File: src/rtl/regfile_scoreboard.sv
// regfile_scoreboard
//   Register file with NRD combinational ALU read ports, one memory
//   load/store port, one ALU write port, optional write-to-read bypass and a
//   per-register pending-load scoreboard. Register 0 holds the IR: only the
//   memory port may write it, and ALU ports always read it as zero.
//
// Ports
//   clk          clock, all state updates on its rising edge
//   rst_n        asynchronous active-low reset
//   mem_idx      memory port register index (load and store)
//   mem_load     load data
//   mem_load_en  write mem_load into regs[mem_idx], completes a pending load
//   mem_store    regs[mem_idx], combinational, never bypassed
//   ld_issue     a memory load to ld_idx has been issued
//   ld_idx       destination of the issued load
//   rs_i         ALU source indices, port k = rs_i[k*IDXW +: IDXW]
//   rs           ALU source data, port k = rs[k*WIDTH +: WIDTH]
//   rs_busy      source k has a load pending that is not completing now
//   rd_i         ALU destination index, 0 = no write
//   rd           ALU result
//   busy         registered scoreboard vector
//   ld_overlap   registered pulse: a load was issued to an already-busy reg
module regfile_scoreboard #(
    parameter int              WIDTH     = 16,
    parameter int              DEPTH     = 16,
    parameter int              NRD       = 2,
    parameter int              BYPASS    = 1,
    parameter logic [WIDTH-1:0] RESET_VAL = '0,
    localparam int             IDXW      = $clog2(DEPTH)
) (
    input  logic                  clk,
    input  logic                  rst_n,
    input  logic [IDXW-1:0]       mem_idx,
    input  logic [WIDTH-1:0]      mem_load,
    input  logic                  mem_load_en,
    output logic [WIDTH-1:0]      mem_store,
    input  logic                  ld_issue,
    input  logic [IDXW-1:0]       ld_idx,
    input  logic [NRD*IDXW-1:0]   rs_i,
    output logic [NRD*WIDTH-1:0]  rs,
    output logic [NRD-1:0]        rs_busy,
    input  logic [IDXW-1:0]       rd_i,
    input  logic [WIDTH-1:0]      rd,
    output logic [DEPTH-1:0]      busy,
    output logic                  ld_overlap
);

    logic [WIDTH-1:0] regs [DEPTH];
    logic             alu_we;
    logic             ld_set;
    logic [DEPTH-1:0] busy_next;
    logic             overlap_next;

    // Index 0 on the ALU port means "no write", which also protects the IR.
    assign alu_we = (rd_i != '0);
    assign ld_set = ld_issue && (ld_idx != '0);

    // The ALU assignment comes second so it overrides the memory write when
    // both ports target the same register on the same edge.
    always_ff @(posedge clk or negedge rst_n) begin
        if (!rst_n) begin
            for (int i = 0; i < DEPTH; i++) begin
                regs[i] <= RESET_VAL;
            end
        end else begin
            if (mem_load_en) begin
                regs[mem_idx] <= mem_load;
            end
            if (alu_we) begin
                regs[rd_i] <= rd;
            end
        end
    end

    // Set is applied after clear so a completing load and a fresh issue to the
    // same register keep it busy (back-to-back loads).
    always_comb begin
        busy_next = busy;
        if (mem_load_en) begin
            busy_next[mem_idx] = 1'b0;
        end
        if (ld_set) begin
            busy_next[ld_idx] = 1'b1;
        end
    end

    // An issue to a register whose earlier load completes on this very edge
    // is a normal back-to-back load, not an overlap.
    assign overlap_next = ld_set && busy[ld_idx] &&
                          !(mem_load_en && (mem_idx == ld_idx));

    always_ff @(posedge clk or negedge rst_n) begin
        if (!rst_n) begin
            busy       <= '0;
            ld_overlap <= 1'b0;
        end else begin
            busy       <= busy_next;
            ld_overlap <= overlap_next;
        end
    end

    assign mem_store = regs[mem_idx];

    for (genvar k = 0; k < NRD; k++) begin : g_rd
        logic [IDXW-1:0] idx;
        logic            alu_hit;
        logic            mem_hit;

        assign idx     = rs_i[k*IDXW +: IDXW];
        assign alu_hit = (BYPASS != 0) && alu_we && (rd_i == idx);
        assign mem_hit = mem_load_en && (mem_idx == idx);

        assign rs[k*WIDTH +: WIDTH] = (idx == '0)                    ? '0       :
                                      alu_hit                        ? rd       :
                                      ((BYPASS != 0) && mem_hit)     ? mem_load :
                                                                       regs[idx];

        // With bypass, a load completing this cycle already delivers its data,
        // so the source no longer needs to stall.
        assign rs_busy[k] = (idx != '0) && busy[idx] &&
                            !((BYPASS != 0) && mem_hit);
    end

endmodule

File: config.mk
export PLATFORM = sky130hd
export DESIGN_NAME = regfile_scoreboard
export DESIGN_NICKNAME = d
export VERILOG_FILES = /design/src/rtl/regfile_scoreboard.sv
export SDC_FILE = /design/constraint.sdc
export NUM_CORES = 1
export LEC_CHECK = 0
export CAP_MARGIN = 20
export CORE_ASPECT_RATIO = 1.2
export CORE_UTILIZATION = 55
export CTS_BUF_LIST = sky130_fd_sc_hd__clkbuf_4 sky130_fd_sc_hd__clkbuf_8
export DETAILED_ROUTE_END_ITERATION = 8
export MAX_ROUTING_LAYER = met4
export PLACE_DENSITY = 0.72
export SLEW_MARGIN = 20
export SYNTH_ARGS = -nofsm -noshare
export SYNTH_HDL_FRONTEND = slang
export SYNTH_SLANG_ARGS = --single-unit
File: constraint.sdc
create_clock -name clk -period 3.2 [get_ports clk]
set_input_delay 0.64 -clock clk [delete_from_list [all_inputs] [get_ports clk]]
set_output_delay 0.64 -clock clk [all_outputs]
set_load 0.05 [all_outputs]
**Word-level counts from Yosys, hierarchy flattened**

Index checks and enable logic that the tools add are counted.

- Register bits: 273
- Input bits: 56
- Output and inout port bits: 67
- Logic and storage cells: 102

- $lt $le $gt $ge: 12
- Eq/ne operators: 5
- Mux-type cells: 35
- Bitwise logic cells: 7
- Reduce and logical (&&, ||, !) cells: 25

Operator list:

| operator | count |
|---|---|
| 256-bit bitwise mux | 2 |
| 256-bit 2-to-1 mux | 2 |
| 16-bit 2-to-1 mux | 16 |
| 16-bit binary-select mux with 4-bit select | 3 |
| 16-bit demux with 4-bit select | 2 |
| 4-bit == test | 5 |
| 5-bit greater-or-equal comparator (second input constant) | 4 |
| 4-bit by 5-bit less-than comparator with 1-bit output (second input constant) | 4 |
| 4-bit NOT with 5-bit output | 4 |
| 16-bit bitwise AND | 1 |
| 1-bit logical AND | 16 |
| 16-bit NOT | 1 |
| 16-bit bitwise OR | 1 |
| 4-bit nonzero test | 4 |
| 1-bit binary-select mux with 4-bit select | 3 |
| 5-bit by 1-bit less-than comparator with 1-bit output (second input constant) | 2 |
| 1-bit demux with 4-bit select | 2 |
| 4-bit by 1-bit greater-or-equal comparator with 1-bit output (second input constant) | 2 |
| 4-bit logical NOT | 2 |
| 1-bit 2-to-1 mux | 5 |
| 1-bit logical NOT | 3 |

**Depth between registers and ports, before layout**

Gate-level depths: netlist of run 1.

- Word-level depth: 9
- Gate-level depth with buffers: 8
- Mapped depth without buffers: 5

**Least setup slack after synthesis of run 1**

Ideal clock, no wire load.

- Kind: input port to output port
- Start: in rs_i[1]
- End: out rs[11]
- Arrival: 2.610 ns
- Data required time: 2.560 ns
- Path slack: -0.050 ns
- Stages: 7
- Path buffers: 3
- Path through: buf_2 buf_2 and2_1 o2111ai_1 clkbuf_1 o21ai_0 a31oi_1

- Cells in the longest elaborated chain, start to end: 7
- Elaborated cells between the ends (all ways): 12
- Those cells by class: 2 x eq/ne; 6 x mux; 1 x bitwise; 3 x reduce/logical

RTL lines:

| item | RTL line | source |
|---|---|---|
| from (decl) | 39 | `input logic [NRD*IDXW-1:0] rs_i,` |
| 4-bit NOT with 5-bit output (not written as such) | 116 | `regs[idx];` |
| 16-bit binary-select mux with 4-bit select | 116 |  |
| 16-bit 2-to-1 mux (not written as such) (2 in a row) | 116 |  |
| 16-bit 2-to-1 mux | 115 | `((BYPASS != 0) && mem_hit) ? mem_load :` |
| 16-bit 2-to-1 mux | 114 | `alu_hit ? rd :` |
| 16-bit 2-to-1 mux * | 113 | `assign rs[k*WIDTH +: WIDTH] = (idx == '0) ? '0 :` |
| to (decl) | 40 | `output logic [NRD*WIDTH-1:0] rs,` |

Mark *: on every way between the ends. The rest lies on a longest branch, timed or not. The select of a mux whose other input is x is not followed.

**Final worst setup path of run 1**

- Start: in rs_i[5]
- End: out rs[19]

The elaborated chain is that of the path after synthesis.

==> qor.txt, run 1 <==
Final setup viols: 1
Clk_lat worst skew: 0.62 ns
Worst slew margin: 0.3103
Placed insts: 2,363
DRT Wirelength: 76.77 mm
Non-Filler Instances: 2,466
Ports: 123
Gpl congestion: 0.9724
Die Height: 209.5 um
Initial DRC Count: 2,911
Status: finished with violations
Met3 Use GR: 0.1391
Drt drc: 0
Most Crowded Layer GR: met2
Final hold violation count: 0
Router iterations before antenna repair: 9
Die W: 174.9 um
EDFF count, synth: 0
Reg-to-Reg End: ld_overlap
Synth Area per Inst: 10.78 um^2
DR WL/cell: 31.13 um
Global Route Usage Sum: 0.4323
Max Fclk: 307.5 MHz
Post-synth ARST share: 1.000
Setup WS post-layout: -0.05165 ns
Leak: 9.847 nW
CP Data Required Time: 2.56 ns
Global-route wire length before repair: 112.6 mm
Net count of the mapped netlist: 1,886
Initial antenna violation count: 1
Top_reg_cell synth: dfrtp_1
Synth Cell Area: 19,730 um^2
Layout area overhead: 23.70%
# hold bufs at CTS: 0
CTS tree: done
Hold WC Path Type: in -> async
Nets@finish: 2,024
Max Clock Skew: 0.009338 ns
RSZ-0062 raised after global routing: yes
Total of max-cap violations: 0
Tot Pwr: 0.01425 W
Worst Reg-to-Reg Cells: 3
Arrival time worst endpoint: 2.61 ns
Fill count: 2,516
Root Driver: clkbuf_8
IO Port Bufs: 122
Synthesis warning total: 0
Die area: 36,630 um^2
Reg clk slew, reported paths: 0.07 ns
Post-layout min period: 3.252 ns
Total CTS buffers: 47
DP HPWL: 48.33 mm
Most frequent cells in the layout: 273 x dfrtp_1, 266 x nand2_1, 242 x mux2i_1
Met2 Use GR: 0.6095
Core footprint: 35,100 um^2
Post-synthesis register bit count: 273
Rows: 75
Setup slack, reg-to-reg: 1.40 ns
Violated checks: setup timing
R2r startpoint: busy[12]
Worst VDD drop: 0.3296 mV
Met1 track demand over resource: 0.5451
Post-route core utilization: 0.6953
PD cells: 584.1 nW/um^2
Vias: 18.15k
Leading cell type in the layout, fill and taps excluded: dfrtp_1
Max-slew violations: 0
Largest net degree at the start of global routing: 92
GRT Residual Overflow: 0
Final worst-path cycle share: 1.016
Crit path launch type: primary input
Worst Setup End Kind: output pin
Crit path max fanout: 10
CP Class: in -> out
CTS Sinks: 273
Layout cells sized above 1: 0.3290
Vias in the first global route: 17.69k
H-tree depth: 2
ANT nets after route: 0
Total negative slack: -0.05165 ns
Post-synthesis sequential area ratio: 0.3463
Gate Count Post-Synth: 1,830
Initial Util: 0.5620
Synth cell types: 41
Slew @ Worst Pin: 1.035 ns
Clock Tree Buf Depth: 3
DR vias/cell: 7.359
## power by group
group | total, W | internal (W) | switching (W)
clock network | 0.00380 | 0.00221 | 0.00159
registers | 0.00509 | 0.00422 | 0.000868
logic | 0.00537 | 0.00267 | 0.00270
total | 0.0143 | 0.00910 | 0.00515
## how the worst max path moves through the flow
stage,from,cells after the start,end
after floorplan,rs_i[7],8,rs[19]
after global placement,rs_i[7],8,rs[18]
after detailed placement,rs_i[7],8,rs[18]
after CTS,rs_i[0],10,rs[15]
after global routing,rs_i[5],9,rs[29]
final,rs_i[5],8,rs[19]
## synthesized netlist by cell type, drive strengths merged (4+ instances only)
master	n	area, um^2
a21oi	82	410.4
a22oi	64	480.5
a31oi	32	200.2
and2	10	62.56
buf	97	598.1
clkbuf	134	513.0
dfrtp	273	6832
mux2	16	180.2
mux2i	242	2422
mux4	221	4977
nand2	269	1012
nand2b	11	68.82
nand3	5	30.03
nor2	99	414.1
nor2b	7	43.79
nor3	13	65.06
o21ai	214	1071
or2	4	25.02
xnor2	9	78.83
xor2	9	78.83
## repair_timing
item | in CTS | in global routing
resized for setup | 47 | 22
endpoints found under the setup margin | 23 | 34
gates cloned | 3 | 3
pin swaps | 9 | 3
setup buffers | 5 | 7
## critical path: stages
cell     delay, ns
buf_4         0.27
buf_4         0.29
mux4_2        0.60
a22oi_2       0.32
nand2_1       0.10
nand2_1       0.11
a31oi_4       0.11
buf_12        0.16
## stage by stage
step                      instance area, um^2  setup WS (ns)  hold slack (ns)
after global routing                    24400       -0.03689          0.09464
after detailed placement                22760        -0.1648           0.5482
after CTS                               24190      -0.001707          0.07420
final                                   24400       -0.05165          0.03839
after global placement                  22760        -0.1783           0.5259
after floorplan                         19880       0.003294           0.3444
## final cells by class
cell class	count	area, um^2	area share
timing repair buffer	320	3638	0.1491
multi-input combinational	1324	12230	0.5013
inverter	2	7.507	0.0003077
clock inverter	13	207.7	0.008512
sequential	273	6832	0.2800
tap	462	578.1	0.02369
clock buffer	71	902.1	0.03697
antenna	1	2.502	0.0001026
## metal layers
layer  part of all wire  wire length (um)  vias to the layer above
met5                  0                 0                        -
met2               0.44             33550                     1708
met4              0.073              5607                        0
met1               0.34             26040                     8922
li1                   -                 -                     7083
met3               0.15             11570                      435
## flip-flops by register name, summed over array words and instances (netlist names)
signal / cells
busy: 16
ld_overlap: 1
regs: 256
## logic make-up after synthesis
| group | share of synthesized area |
|---|---|
| xor+xnor | 0.007993 |
| compound gates | 0.1122 |
| simple gates | 0.09248 |
| buf+inv | 0.05671 |
| mux | 0.3843 |
| flops | 0.3463 |
No activity file was read; power rests on OpenSTA's default activity.
==> run 2, diff against run 1 <==
Settings changed: SETUP_SLACK_MARGIN from default to 0.2.
==> qor.txt, run 2 (same netlist as run 1, synthesis figures left out) <==
Setup WS post-layout: 0.1731 ns (+0.2247 ns)
Global-route wire length before repair: 109.5 mm (-2.7%)
Non-Filler Instances: 2,465 (-0.041%)
Met3 Use GR: 0.1053 (-0.03388)
Core footprint: 35,100 um^2 (unchanged)
Reg-to-Reg End: ld_overlap
Clock power frac: 0.249 (-0.018)
Post-layout min period: 3.027 ns (-0.2247 ns)
Nets@finish: 2,027 (+0.15%)
CTS Sinks: 273 (unchanged)
Layout area overhead: 23.70% (unchanged)
Max-slew violations: 0 (unchanged)
Pre-CTS WS: -0.2426 ns (-0.07785 ns)
PD cells: 569.0 nW/um^2 (-2.6%)
Clk_lat worst skew: 0.59 ns (-0.03 ns)
H-tree depth: 2 (unchanged)
Register with the most flip-flops: regs
Setup slack, reg-to-reg: 1.34 ns (-0.06 ns)
Largest net degree at the start of global routing: 78 (-15%)
Slew @ Worst Pin: 0.9389 ns (-0.09559 ns)
Total negative slack: 0 ns (+0.05165 ns)
Initial Util: 0.5620 (unchanged)
Sw Ratio: 0.3645 (+0.002926)
Router iterations before antenna repair: 7 (-2)
Vias: 17.88k (-1.5%)
ANT nets after route: 0 (unchanged)
GRT Residual Overflow: 0 (unchanged)
DR WL/cell: 30.27 um (-2.8%)
R2r startpoint: busy[3]
Arrival time worst endpoint: 2.39 ns (-0.22 ns)
Reg clk slew, reported paths: 0.05 ns (-0.02 ns)
CTS tree: done
RSZ-0062 raised after global routing: yes
Leading cell type in the layout, fill and taps excluded: dfrtp_1
Met2 Use GR: 0.5944 (-0.01505)
Top Registers: regs: 256 flops, busy: 16 flops, ld_overlap: 1 flops
Max reg flops: 256 (unchanged)
Gpl congestion: 0.9569 (-1.6%)
Vias in the first global route: 17.72k (+0.14%)
Worst slew margin: 0.3740 (+0.06373)
Final worst-path cycle share: 0.9459 (-0.07022)
Power share of the combinational group: 0.383 (+0.007)
Die Height: 209.5 um (unchanged)
Worst VDD drop: 0.3616 mV (+9.7%)
Rows: 75 (unchanged)
Cell internal pwr: 0.008822 W (-3.0%)
Final setup viols: 0 (-1)
CP Class: in -> out
Sequential power share: 0.367 (+0.010)
Layout cells sized above 1: 0.3397 (+0.01065)
P_sw: 0.005061 W (-1.8%)
Max Clock Skew: 0.004224 ns (-0.005114 ns)
Hold WC Path Type: in -> async
Total of max-cap violations: 0 (unchanged)
Initial antenna violation count: 1 (unchanged)
Crit path max fanout: 13 (+3)
Clock Tree Buf Depth: 3 (unchanged)
Status: complete, no violations
Worst setup path startpoint: rs_i[1]
Root Driver: clkbuf_8
Ports: 123 (unchanged)
Die area: 36,630 um^2 (unchanged)
Initial DRC Count: 2,609 (-10%)
Crit path launch type: primary input
Most frequent cells in the layout: 269 x dfrtp_1, 267 x nand2_1, 242 x mux2i_1
Total CTS buffers: 46 (-2.1%)
Placed insts: 2,350 (-0.55%)
Final hold violation count: 0 (unchanged)
Drt drc: 0 (unchanged)
Met1 track demand over resource: 0.5196 (-0.02556)
Leak: 9.809 nW (-0.39%)
CP Data Required Time: 2.56 ns (about the same)
DR vias/cell: 7.254 (-1.4%)
IO Port Bufs: 122 (unchanged)
Worst Reg-to-Reg Cells: 4 (+1)
Die W: 174.9 um (unchanged)
DP HPWL: 47.23 mm (-2.3%)
DRT Wirelength: 74.62 mm (-2.8%)
Worst Setup End Kind: output pin
Hold slack: 0.5508 ns (+0.5124 ns)
Max Fclk: 330.4 MHz (+7.4%)
Global Route Usage Sum: 0.4179 (-0.01442)
Most Crowded Layer GR: met2
==> run 2: cell types whose count changed in the layout (fill, tap and decap cells not counted), moves of 3 or more <==
| cell | before | now |
|---|---|---|
| a31oi_2 | 20 | 27 |
| a22oi_1 | 63 | 57 |
| a22oi_2 | 1 | 7 |
| buf_6 | 12 | 6 |
| buf_16 | 2 | 7 |
| clkbuf_2 | 0 | 5 |
| a31oi_4 | 9 | 5 |
| dfrtp_1 | 273 | 269 |
| dfrtp_2 | 0 | 4 |
| a31oi_1 | 3 | 0 |
| bufinv_16 | 5 | 2 |
| dlygate4sd2_1 | 4 | 1 |
| dlymetal6s2s_1 | 4 | 1 |
| nor3_2 | 9 | 12 |
==> run 2: power by group through the flow <==
| stage | registers, W | clock network, W | logic, W |
|---|---|---|---|
| 2_1_floorplan | 0.00492 | 0 | 0.00332 |
| 3_3_place_gp | 0.00500 | 0 | 0.00497 |
| 3_5_place_dp | 0.00507 | 0 | 0.00510 |
| 4_1_cts | 0.00503 | 0.00346 | 0.00516 |
| 5_1_grt | 0.00516 | 0.00361 | 0.00556 |
| 6_report | 0.00510 | 0.00346 | 0.00532 |
==> run 2: timing repair <==
action / CTS / global route
setup buffers: 4 / 22
gates cloned: 3 / 5
endpoints found under the setup margin: 48 / 36
hold buffers: 1 / 0
endpoints found under the hold margin: 39 / 0
pin swaps: 1 / 6
resized for setup: 55 / 42
==> run 2: layout make-up <==
type	count	area [um^2]
inverters	2	7.507
clock inverters	8	92.59
fillers	2441	10700
flip-flops and latches	273	6837
well taps	462	578.1
repair buffers	324	3752
diodes	1	2.502
clock buffers	71	889.6
multi-input cells	1324	12240
==> run 2: how the worst max path moves through the flow <==
stage                            end  slack (ns)  cells after the start
after floorplan               rs[11]        0.07                      7
after global placement    rs_busy[1]       -0.27                      7
after detailed placement  rs_busy[1]       -0.24                      7
after CTS                 rs_busy[1]        0.16                      6
after global routing          rs[26]        0.16                      8
final                         rs[15]        0.17                      8
==> run 2: stage by stage <==
stage / total power [W] / cell area (um^2) / util
2_1_floorplan: 0.008243 / 19930 / -
3_3_place_gp: 0.009971 / 22720 / 0.6472
3_5_place_dp: 0.01017 / 22720 / 0.6472
4_1_cts: 0.01365 / 23970 / 0.6830
5_1_grt: 0.01432 / 24400 / 0.6953
6_report: 0.01388 / 24400 / 0.6953
==> run 2: per-layer routing <==
layer  up-vias  wire (um)  share of wire
li1       7087          -              -
met1      8693      25140           0.34
met2      1608      32940           0.44
met3       493      10170           0.14
met4         0       6378          0.085
met5         -          0              0
==> run 2: critical path, cell delays in order <==
cell,delay [ns]
buf_12,0.21
buf_12,0.20
mux4_2,0.50
a22oi_1,0.25
nand2_1,0.12
nand2_1,0.13
a31oi_4,0.13
buf_12,0.17
